--- src/rtl/digit_serial_mult_if.sv ---
// Operand/result handshakes plus the digit link to the 3x3 product LUT.
// slave: the multiplier. master: the operand producer, consumer and LUT.
interface digit_serial_mult_if #(
  parameter int DIGITS = 2
);
  localparam int W = 3 * DIGITS;

  logic             in_valid;
  logic             in_ready;
  logic [W-1:0]     in_a;
  logic [W-1:0]     in_b;
  logic             out_valid;
  logic             out_ready;
  logic [2*W-1:0]   out_p;
  logic [2:0]       mul_a;
  logic [2:0]       mul_b;
  logic [5:0]       mul_p;

  modport slave (
    input  in_valid, in_a, in_b, out_ready, mul_p,
    output in_ready, out_valid, out_p, mul_a, mul_b
  );

  modport master (
    output in_valid, in_a, in_b, out_ready, mul_p,
    input  in_ready, out_valid, out_p, mul_a, mul_b
  );
endinterface

--- src/rtl/digit_serial_mult.sv ---
// Digit-serial unsigned W x W multiplier, one 3x3 LUT product per cycle.
// Ports: clk, rst_n (async low), bus (slave): in_* operands, out_* result,
// mul_a/mul_b digits to the LUT, mul_p LUT product (same cycle).
// Option: DIGIT_SERIAL_MULT_ZERO_SKIP_EN skips MUL for a zero operand.
module digit_serial_mult #(
  parameter int DIGITS = 2
) (
  input  logic               clk,
  input  logic               rst_n,
  digit_serial_mult_if.slave bus
);
  localparam int W  = 3 * DIGITS;
  localparam int PW = 2 * W;
  localparam int CW = (DIGITS > 1) ? $clog2(DIGITS) : 1;
  localparam logic [CW-1:0] LAST = CW'(DIGITS - 1);

  typedef enum logic [1:0] {
    IDLE,
    MUL,
    DONE
  } state_t;

  state_t         state;
  state_t         state_nxt;
  logic [W-1:0]   a_q;
  logic [W-1:0]   b_q;
  logic [PW-1:0]  acc;
  logic [CW-1:0]  i;
  logic [CW-1:0]  j;
  logic           accept;
  logic           last;
  logic           zero_op;
  logic [PW-1:0]  pp;

  assign accept = (state == IDLE) && bus.in_valid;
  assign last   = (i == LAST) && (j == LAST);

`ifdef DIGIT_SERIAL_MULT_ZERO_SKIP_EN
  assign zero_op = (bus.in_a == '0) || (bus.in_b == '0);
`else
  assign zero_op = 1'b0;
`endif

  // Partial product placed at digit weight i+j, full result width.
  assign pp = PW'(bus.mul_p) << (3 * (int'(i) + int'(j)));

  always_ff @(posedge clk or negedge rst_n) begin
    if (!rst_n) begin
      state <= IDLE;
    end else begin
      state <= state_nxt;
    end
  end

  always_comb begin
    state_nxt = state;
    unique case (state)
      IDLE: begin
        if (accept) begin
          state_nxt = zero_op ? DONE : MUL;
        end
      end
      MUL: begin
        if (last) begin
          state_nxt = DONE;
        end
      end
      DONE: begin
        if (bus.out_ready) begin
          state_nxt = IDLE;
        end
      end
      default: state_nxt = IDLE;
    endcase
  end

  always_comb begin
    bus.in_ready  = 1'b0;
    bus.out_valid = 1'b0;
    bus.out_p     = '0;
    bus.mul_a     = '0;
    bus.mul_b     = '0;
    unique case (state)
      IDLE: bus.in_ready = 1'b1;
      MUL: begin
        bus.mul_a = a_q[3*int'(i) +: 3];
        bus.mul_b = b_q[3*int'(j) +: 3];
      end
      DONE: begin
        bus.out_valid = 1'b1;
        bus.out_p     = acc;
      end
      default: ;
    endcase
  end

  // j walks the B digits fastest; i steps once per full j sweep.
  always_ff @(posedge clk or negedge rst_n) begin
    if (!rst_n) begin
      a_q <= '0;
      b_q <= '0;
      acc <= '0;
      i   <= '0;
      j   <= '0;
    end else if (accept) begin
      a_q <= bus.in_a;
      b_q <= bus.in_b;
      acc <= '0;
      i   <= '0;
      j   <= '0;
    end else if (state == MUL) begin
      acc <= acc + pp;
      if (last) begin
        i <= '0;
        j <= '0;
      end else if (j == LAST) begin
        i <= i + 1'b1;
        j <= '0;
      end else begin
        j <= j + 1'b1;
      end
    end
  end
endmodule

--- src/flat_wrapper.sv ---
// flat-port wrapper written by rule: the top's interface ports become plain ports
module digit_serial_mult_flat 
#(
  parameter int DIGITS = 2
)
  (clk, rst_n, bus_in_valid, bus_in_a, bus_in_b, bus_out_ready, bus_mul_p, bus_in_ready, bus_out_valid, bus_out_p, bus_mul_a, bus_mul_b);
  digit_serial_mult_if #(.DIGITS(DIGITS)) bus_i ();
  input  logic clk;
  input  logic rst_n;
  input wire logic [$bits(bus_i.in_valid)-1:0] bus_in_valid;
  input wire logic [$bits(bus_i.in_a)-1:0] bus_in_a;
  input wire logic [$bits(bus_i.in_b)-1:0] bus_in_b;
  input wire logic [$bits(bus_i.out_ready)-1:0] bus_out_ready;
  input wire logic [$bits(bus_i.mul_p)-1:0] bus_mul_p;
  output wire logic [$bits(bus_i.in_ready)-1:0] bus_in_ready;
  output wire logic [$bits(bus_i.out_valid)-1:0] bus_out_valid;
  output wire logic [$bits(bus_i.out_p)-1:0] bus_out_p;
  output wire logic [$bits(bus_i.mul_a)-1:0] bus_mul_a;
  output wire logic [$bits(bus_i.mul_b)-1:0] bus_mul_b;
  assign bus_i.in_valid = bus_in_valid;
  assign bus_i.in_a = bus_in_a;
  assign bus_i.in_b = bus_in_b;
  assign bus_i.out_ready = bus_out_ready;
  assign bus_i.mul_p = bus_mul_p;
  assign bus_in_ready = bus_i.in_ready;
  assign bus_out_valid = bus_i.out_valid;
  assign bus_out_p = bus_i.out_p;
  assign bus_mul_a = bus_i.mul_a;
  assign bus_mul_b = bus_i.mul_b;
  digit_serial_mult #(.DIGITS(DIGITS)) u_core (.clk(clk), .rst_n(rst_n), .bus(bus_i));
endmodule
--- config.mk ---
export PLATFORM = sky130hd
export DESIGN_NAME = digit_serial_mult_flat
export DESIGN_NICKNAME = d
export VERILOG_FILES = /design/src/rtl/digit_serial_mult_if.sv /design/src/rtl/digit_serial_mult.sv /design/src/flat_wrapper.sv
export SDC_FILE = /design/constraint.sdc
export NUM_CORES = 1
export LEC_CHECK = 0
export ABC_AREA = 1
export CAP_MARGIN = 20
export CORE_ASPECT_RATIO = 1.2
export CORE_MARGIN = 4
export CORE_UTILIZATION = 45
export CTS_CLUSTER_SIZE = 28
export DETAILED_ROUTE_END_ITERATION = 10
export PLACE_DENSITY = 0.71
export SLEW_MARGIN = 20
export SYNTH_ARGS = -nofsm -noshare
export SYNTH_HDL_FRONTEND = slang
export SYNTH_SLANG_ARGS = --single-unit
--- constraint.sdc ---
create_clock -name clk -period 7.4 [get_ports clk]
set_input_delay 1.48 -clock clk [delete_from_list [all_inputs] [get_ports clk]]
set_output_delay 1.48 -clock clk [all_outputs]
set_load 0.03 [all_outputs]
==> flow_metrics.tcl, run 1 <==
set metrics [dict create \
    overflow 0 \
    min_path_cells 2 \
    wl_mm 5.28 \
    p_leak_nw 1.37 \
    slew_viol_final 0 \
    synth-edff-count 0 \
    drt.antenna.violating_nets 0 \
    rsz0062_at_grt "false" \
    cts_tree "done" \
    cp_max_fo 13 \
    crit_type "reg -> out" \
    yosys_warnings 0 \
    crit_chain "nor2_1, inv_1, nor2_1, clkdlybuf4s50_1" \
    holdWs_ns 0.491 \
    ys_seq_elements 28 \
    ys_types 29 \
    fmax_mhz 293 \
    io_buffers 41 \
    grt_pass1_vias 2154 \
    finalCriticalPeriod_ns 3.41 \
    finalWeightedCongestion 0.917 \
    drt-initial-drc-count 140 \
    hp-class "reg -> reg" \
    layout_commonest_cell "nand2_1" \
    cts_max_level 1 \
    rows 27 \
    ys_top_cells_by_area "dfrtp_1 (32%), nand2_1 (21%), ha_1 (8.0%)" \
    async_flop_share_pct 100 \
    antenna_found_initial 0 \
    cp_slowest_stage_delay_ns 0.69 \
    start_util_pct 47.2 \
    worstPathRequired_ns 5.92 \
    hold_viol_final 0 \
    wl_met1_mm 2.22 \
    diodes 0 \
    netlist_area_um2 2180 \
    cts_sinks 28 \
    first_pass_iters 4 \
    final_cell_mix "nand2_1 (121), inv_1 (42), clkdlybuf4s50_1 (41)" \
    period_share_pct 46.1 \
    post-route-drc-count 0 \
    final.setup.tns_ns 0 \
    setup_viol 0 \
    core_um2 4630 \
    vdd_ir_drop_max_mv 0.252 \
    power_density_nw_per_um2 511 \
    hold_buffers 0 \
    max_slew_margin_pct 70.7 \
    fp.dieH_um 84.3 \
    path_common_cell "nor2_1" \
    drive_above_1_share_pct 7.55 \
    cts_buffer_depth 2 \
    clock_latency_ns 0.28 \
    dp_hpwl_mm 4.16 \
    worstMarginPinSlew_ns 0.439 \
    arrival_ns 1.93 \
    drv_cap 0 \
    cts.repair.resized 0 \
    route.met2.wl_mm 2.74 \
    yosysTopAreaCell "dfrtp_1" \
    areaGrowthSynthToFinish_pct 22.8 \
    ys.flop_type "dfrtp_1" \
    cp_slowest_cell "clkdlybuf4s50_1" \
    postCtsSetupRepairBufs 0 \
    status "completed" \
    fillerInstances 443 \
    root_buffer "clkbuf_8" \
    viasPerCell 4.94 \
    num_vias 2120 \
    cp.depth 4 \
    grt_start_max_net_pins 29 \
    synth_area_per_cell_um2 6.60 \
    worstSetupStartpointType "flop" \
    grt_usage_pct 18.7 \
    dieArea_um2 6040 \
    ys_seq_area_share_pct 32.1 \
    cts_buffers 3 \
    clk_pin_slew_ns 0.10 \
    yosysTopAreaCellShare_pct 32.1 \
    finClkSkew_ns 0.00361 \
    crit_buf_inv 2 \
    syn_nets 368 \
    wl_per_cell_um 12.3 \
    syn_inst 331 \
    io_pins 42 \
    grt_pass1_wl_mm 9.23 \
    highest_layer "met4" \
    die_w_um 71.6 \
    worst_setup_path_end_kind "primary output" \
    critPathTopFamily "buffers and inverters" \
    route.met3.wl_um 267 \
    rr_worst_depth 15 \
    layout.nets 409 \
]
==> worst paths after layout <==
path | from | slack, ns | end
max | u_core.state[0] | 3.99 | bus_out_p[2]
min | u_core.b_q[5] | 0.49 | u_core.b_q[5]
max reg2reg | u_core.j | 4.44 | u_core.acc[11]
min reg2reg | u_core.b_q[5] | 0.49 | u_core.b_q[5]
max in group asynchronous | rst_n | 5.55 | u_core.acc[3]
min in group asynchronous | rst_n | 1.57 | u_core.a_q[3]
==> metal layers <==
metal | track usage (%) | vias to the layer above
li1 | - | 1113
met1 | 22.2 | 941
met5 | 0 | -
met4 | 5.98 | 0
met2 | 33.8 | 57
met3 | 2.99 | 9
==> cell type report <==
type	count	area (µm²)	share of cell area, %
multi-input cells	249	1250	46.7
inverters	48	183	6.81
repair buffers	42	418	15.6
well taps	58	72.6	2.71
clock buffers	4	55.1	2.05
flip-flops and latches	28	701	26.1
==> synth_stat cells (3+ instances only) <==
cell	instances
ha_1	14
o21ai_0	16
nand2_1	121
nor2_1	34
a21oi_1	11
nand4_1	3
dfrtp_1	28
nand2_2	6
nand3_1	17
mux2i_1	3
nor2_2	5
o22ai_1	6
inv_2	5
inv_1	42
==> through the flow <==
step / cell area, µm² / std cells / setup WS (ns) / power (mW) / utilization (%)
after floorplan: 2180 / 331 / 4.30 / 1.05 / -
after global placement: 2630 / 425 / 3.73 / 1.26 / 56.8
after detailed placement: 2630 / 425 / 3.73 / 1.27 / 56.8
final: 2680 / 429 / 3.99 / 1.37 / 58.0
after CTS: 2680 / 429 / 3.95 / 1.38 / 58.0
after global routing: 2680 / 429 / 3.78 / 1.53 / 58.0
==> where the power goes <==
part	internal [mW]	total, mW	switching, mW	leakage, nW
Sequential	0.228	0.279	0.0507	0.352
Clock	0.0478	0.0996	0.0519	0.0288
Combinational	0.347	0.991	0.644	0.991
Total	0.623	1.37	0.747	1.37
==> cells by family after synthesis <==
group / Yosys count / share of synthesized area, %
multiplexers: 3 / 1.37
AND/OR/NAND/NOR: 190 / 36.4
buffers and inverters: 54 / 10.5
adder cells (fa/ha/maj): 15 / 8.93
flip-flops: 28 / 32.1
AO/OA/AOI/OAI: 41 / 10.7
==> worst register-to-register path: stages (launching register included) <==
cell,delay [ns]
dfrtp_1,0.46
inv_1,0.15
ha_1,0.55
inv_4,0.07
o21ai_0,0.20
o21ai_0,0.14
o21ai_0,0.26
ha_1,0.35
nand2_1,0.08
nand2_1,0.06
a21oi_1,0.19
nand2_1,0.07
nor2_1,0.09
nand2_1,0.06
nand3_1,0.06
nand2_1,0.06
==> sequential cells by signal (all words and copies together), names as in the netlist <==
name          cells
u_core.acc       12
u_core.a_q        6
u_core.b_q        6
u_core.i          1
u_core.j          1
u_core.state      2
No activity file was read; power rests on OpenSTA's default activity.
==> run 2, diff against run 1 <==
Clock period 7.4 ns to 3.2 ns, I/O delays scaled along.
==> run 2 against run 1 <==
Die area unchanged; clock skew increased by 0.00068 ns; clock power increased to 2.9 times the previous value; cell count increased by 0.23%; total power increased by 140%.
==> flow_metrics.tcl, run 2 (same netlist as run 1, synthesis figures left out) <==
set metrics [dict create \
    status "completed" \
    post-route-drc-count 0 \
    internal-power_mw 1.53 \
    drv_cap 0 \
    dieArea_um2 6040 \
    cts_tree "done" \
    cp_max_fo 8 \
    rows 27 \
    layout.nets 410 \
    worst_setup_path_end_kind "flop" \
    reg_top3 "u_core.acc: 12 flops, u_core.a_q: 6 flops, u_core.b_q: 6 flops" \
    fp.dieH_um 84.3 \
    fmax_mhz 359 \
    clk_pin_slew_ns 0.11 \
    worstPathRequired_ns 3.38 \
    viasPerCell 4.83 \
    worstMarginPinSlew_ns 0.422 \
    critPathTopFamily "simple AND/OR/NAND/NOR gates" \
    slew_viol_final 0 \
    start_util_pct 47.2 \
    wl_per_cell_um 12.2 \
    grt_pass1_vias 2174 \
    die_w_um 71.6 \
    r2r_slack_ns 0.42 \
    hp-class "reg -> reg" \
    wl_mm 5.25 \
    p_sw_share_pct 53.2 \
    top_register "u_core.acc" \
    holdWs_ns 0.489 \
    finClkSkew_ns 0.00429 \
    drive_above_1_share_pct 8.06 \
    power_density_nw_per_um2 1200 \
    largest_reg_flops 12 \
    final.setup.tns_ns 0 \
    crit_chain "inv_1, ha_4, mux2i_1, nand2_1, o21ai_0, nor2_1, ha_1, nand2_1, nand2_1, nor2_2, inv_2, nand2_1, nand2_1, nor2_1, o21ai_2" \
    setup_viol 0 \
    cts_buffers 3 \
    cts_buffer_depth 2 \
    cts_sinks 28 \
    root_buffer "clkbuf_8" \
    drt-initial-drc-count 77 \
    pwr-share-seq_pct 19.8 \
    num_vias 2075 \
    io_buffers 41 \
    p_leak_nw 1.38 \
    antenna_found_initial 0 \
    layout_commonest_cell "nand2_1" \
    grt_pass1_wl_mm 9.27 \
    p_sw_mw 1.74 \
    clkPwrFrac_pct 9.0 \
    finalCriticalPeriod_ns 2.78 \
    cp_slowest_stage_delay_ns 0.46 \
    final_cell_mix "nand2_1 (121), inv_1 (42), clkdlybuf4s50_1 (41)" \
    first_pass_iters 4 \
    areaGrowthSynthToFinish_pct 24.5 \
    core_um2 4630 \
    diodes 0 \
    vdd_ir_drop_max_mv 0.554 \
    crit_type "reg -> reg" \
    clock_latency_ns 0.28 \
    grt_start_max_net_pins 29 \
    arrival_ns 2.97 \
    io_pins 42 \
    fillerInstances 434 \
    total_power_mw 3.27 \
    cp_slowest_cell "dfrtp_1" \
    crit_buf_inv 2 \
    cts_max_level 1 \
    overflow 0 \
    max_slew_margin_pct 71.9 \
    drt.antenna.violating_nets 0 \
    dp_hpwl_mm 4.20 \
    path_common_cell "nand2_1" \
    power_frac_comb_pct 71.2 \
    finalWeightedCongestion 0.951 \
    period_share_pct 87.0 \
    hold_viol_final 0 \
    postCtsSetupRepairBufs 0 \
    worstSetupStartpointType "flop" \
    rsz0062_at_grt "false" \
    grt_usage_pct 18.8 \
]
[run 2: cell count changes in the layout (fill, tap and decap cells not counted)]
cell / previous run / this run
buf_4: 1 / 2
bufinv_16: 0 / 1
clkbuf_8: 4 / 3
ha_1: 14 / 13
ha_4: 0 / 1
o21ai_0: 16 / 15
o21ai_1: 1 / 2
[run 2: power by group through the flow]
stage               clock [mW]  sequential (mW)  combinational (mW)
global placement             0            0.651                2.27
detailed placement           0            0.655                2.29
finish                   0.293            0.648                2.32
CTS                      0.297            0.648                2.31
global route             0.312            0.667                2.66
floorplan                    0            0.619                1.81
[run 2: per-stage QoR]
| stage | cell area (µm²) | instances | util [%] | worst slack [ns] |
|---|---|---|---|---|
| after floorplan | 2180 | 331 | - | 0.790 |
| after global placement | 2640 | 426 | 56.9 | 0.284 |
| after detailed placement | 2640 | 426 | 56.9 | 0.254 |
| after CTS | 2710 | 430 | 58.5 | 0.234 |
| after global routing | 2720 | 430 | 58.7 | 0.0818 |
| final | 2720 | 430 | 58.7 | 0.417 |
[run 2: layout make-up]
class / count / area (µm²) / area share [%]
multi-input combinational: 249 / 1270 / 46.6
sequential: 28 / 701 / 25.8
timing repair buffer: 43 / 425 / 15.6
inverter: 48 / 183 / 6.72
tap: 58 / 72.6 / 2.67
clock buffer: 3 / 41.3 / 1.52
clock inverter: 1 / 30.0 / 1.10
[run 2: worst min-delay path: cells and delay by family (launching register included)]
| family | cells | cell delay, ns |
|---|---|---|
| AND/OR/NAND/NOR | 2 | 0.10 |
| flip-flops | 1 | 0.36 |
[run 2: worst paths after layout]
check,startpoint,to,cells past startpoint
max reg2reg,u_core.j,u_core.acc[8],15
min in group asynchronous,rst_n,u_core.a_q[3],2
min,u_core.b_q[5],u_core.b_q[5],2
max,u_core.j,u_core.acc[8],15
min reg2reg,u_core.b_q[5],u_core.b_q[5],2
max in group asynchronous,rst_n,u_core.acc[5],2
[run 2: what timing repair did]
action | in CTS | in global routing
hold buffers | 0 | 0
setup endpoints to repair | 0 | 5
endpoints found under the hold margin | 0 | 0
resized for setup | 0 | 3
[run 2: layer usage]
layer  share of wire, %  vias up  track usage (%)
li1                   -     1116                -
met1                 45      901             22.2
met2                 50       46             34.1
met3                3.2       12             2.63
met4                2.5        0             6.50
met5                  0        -                0
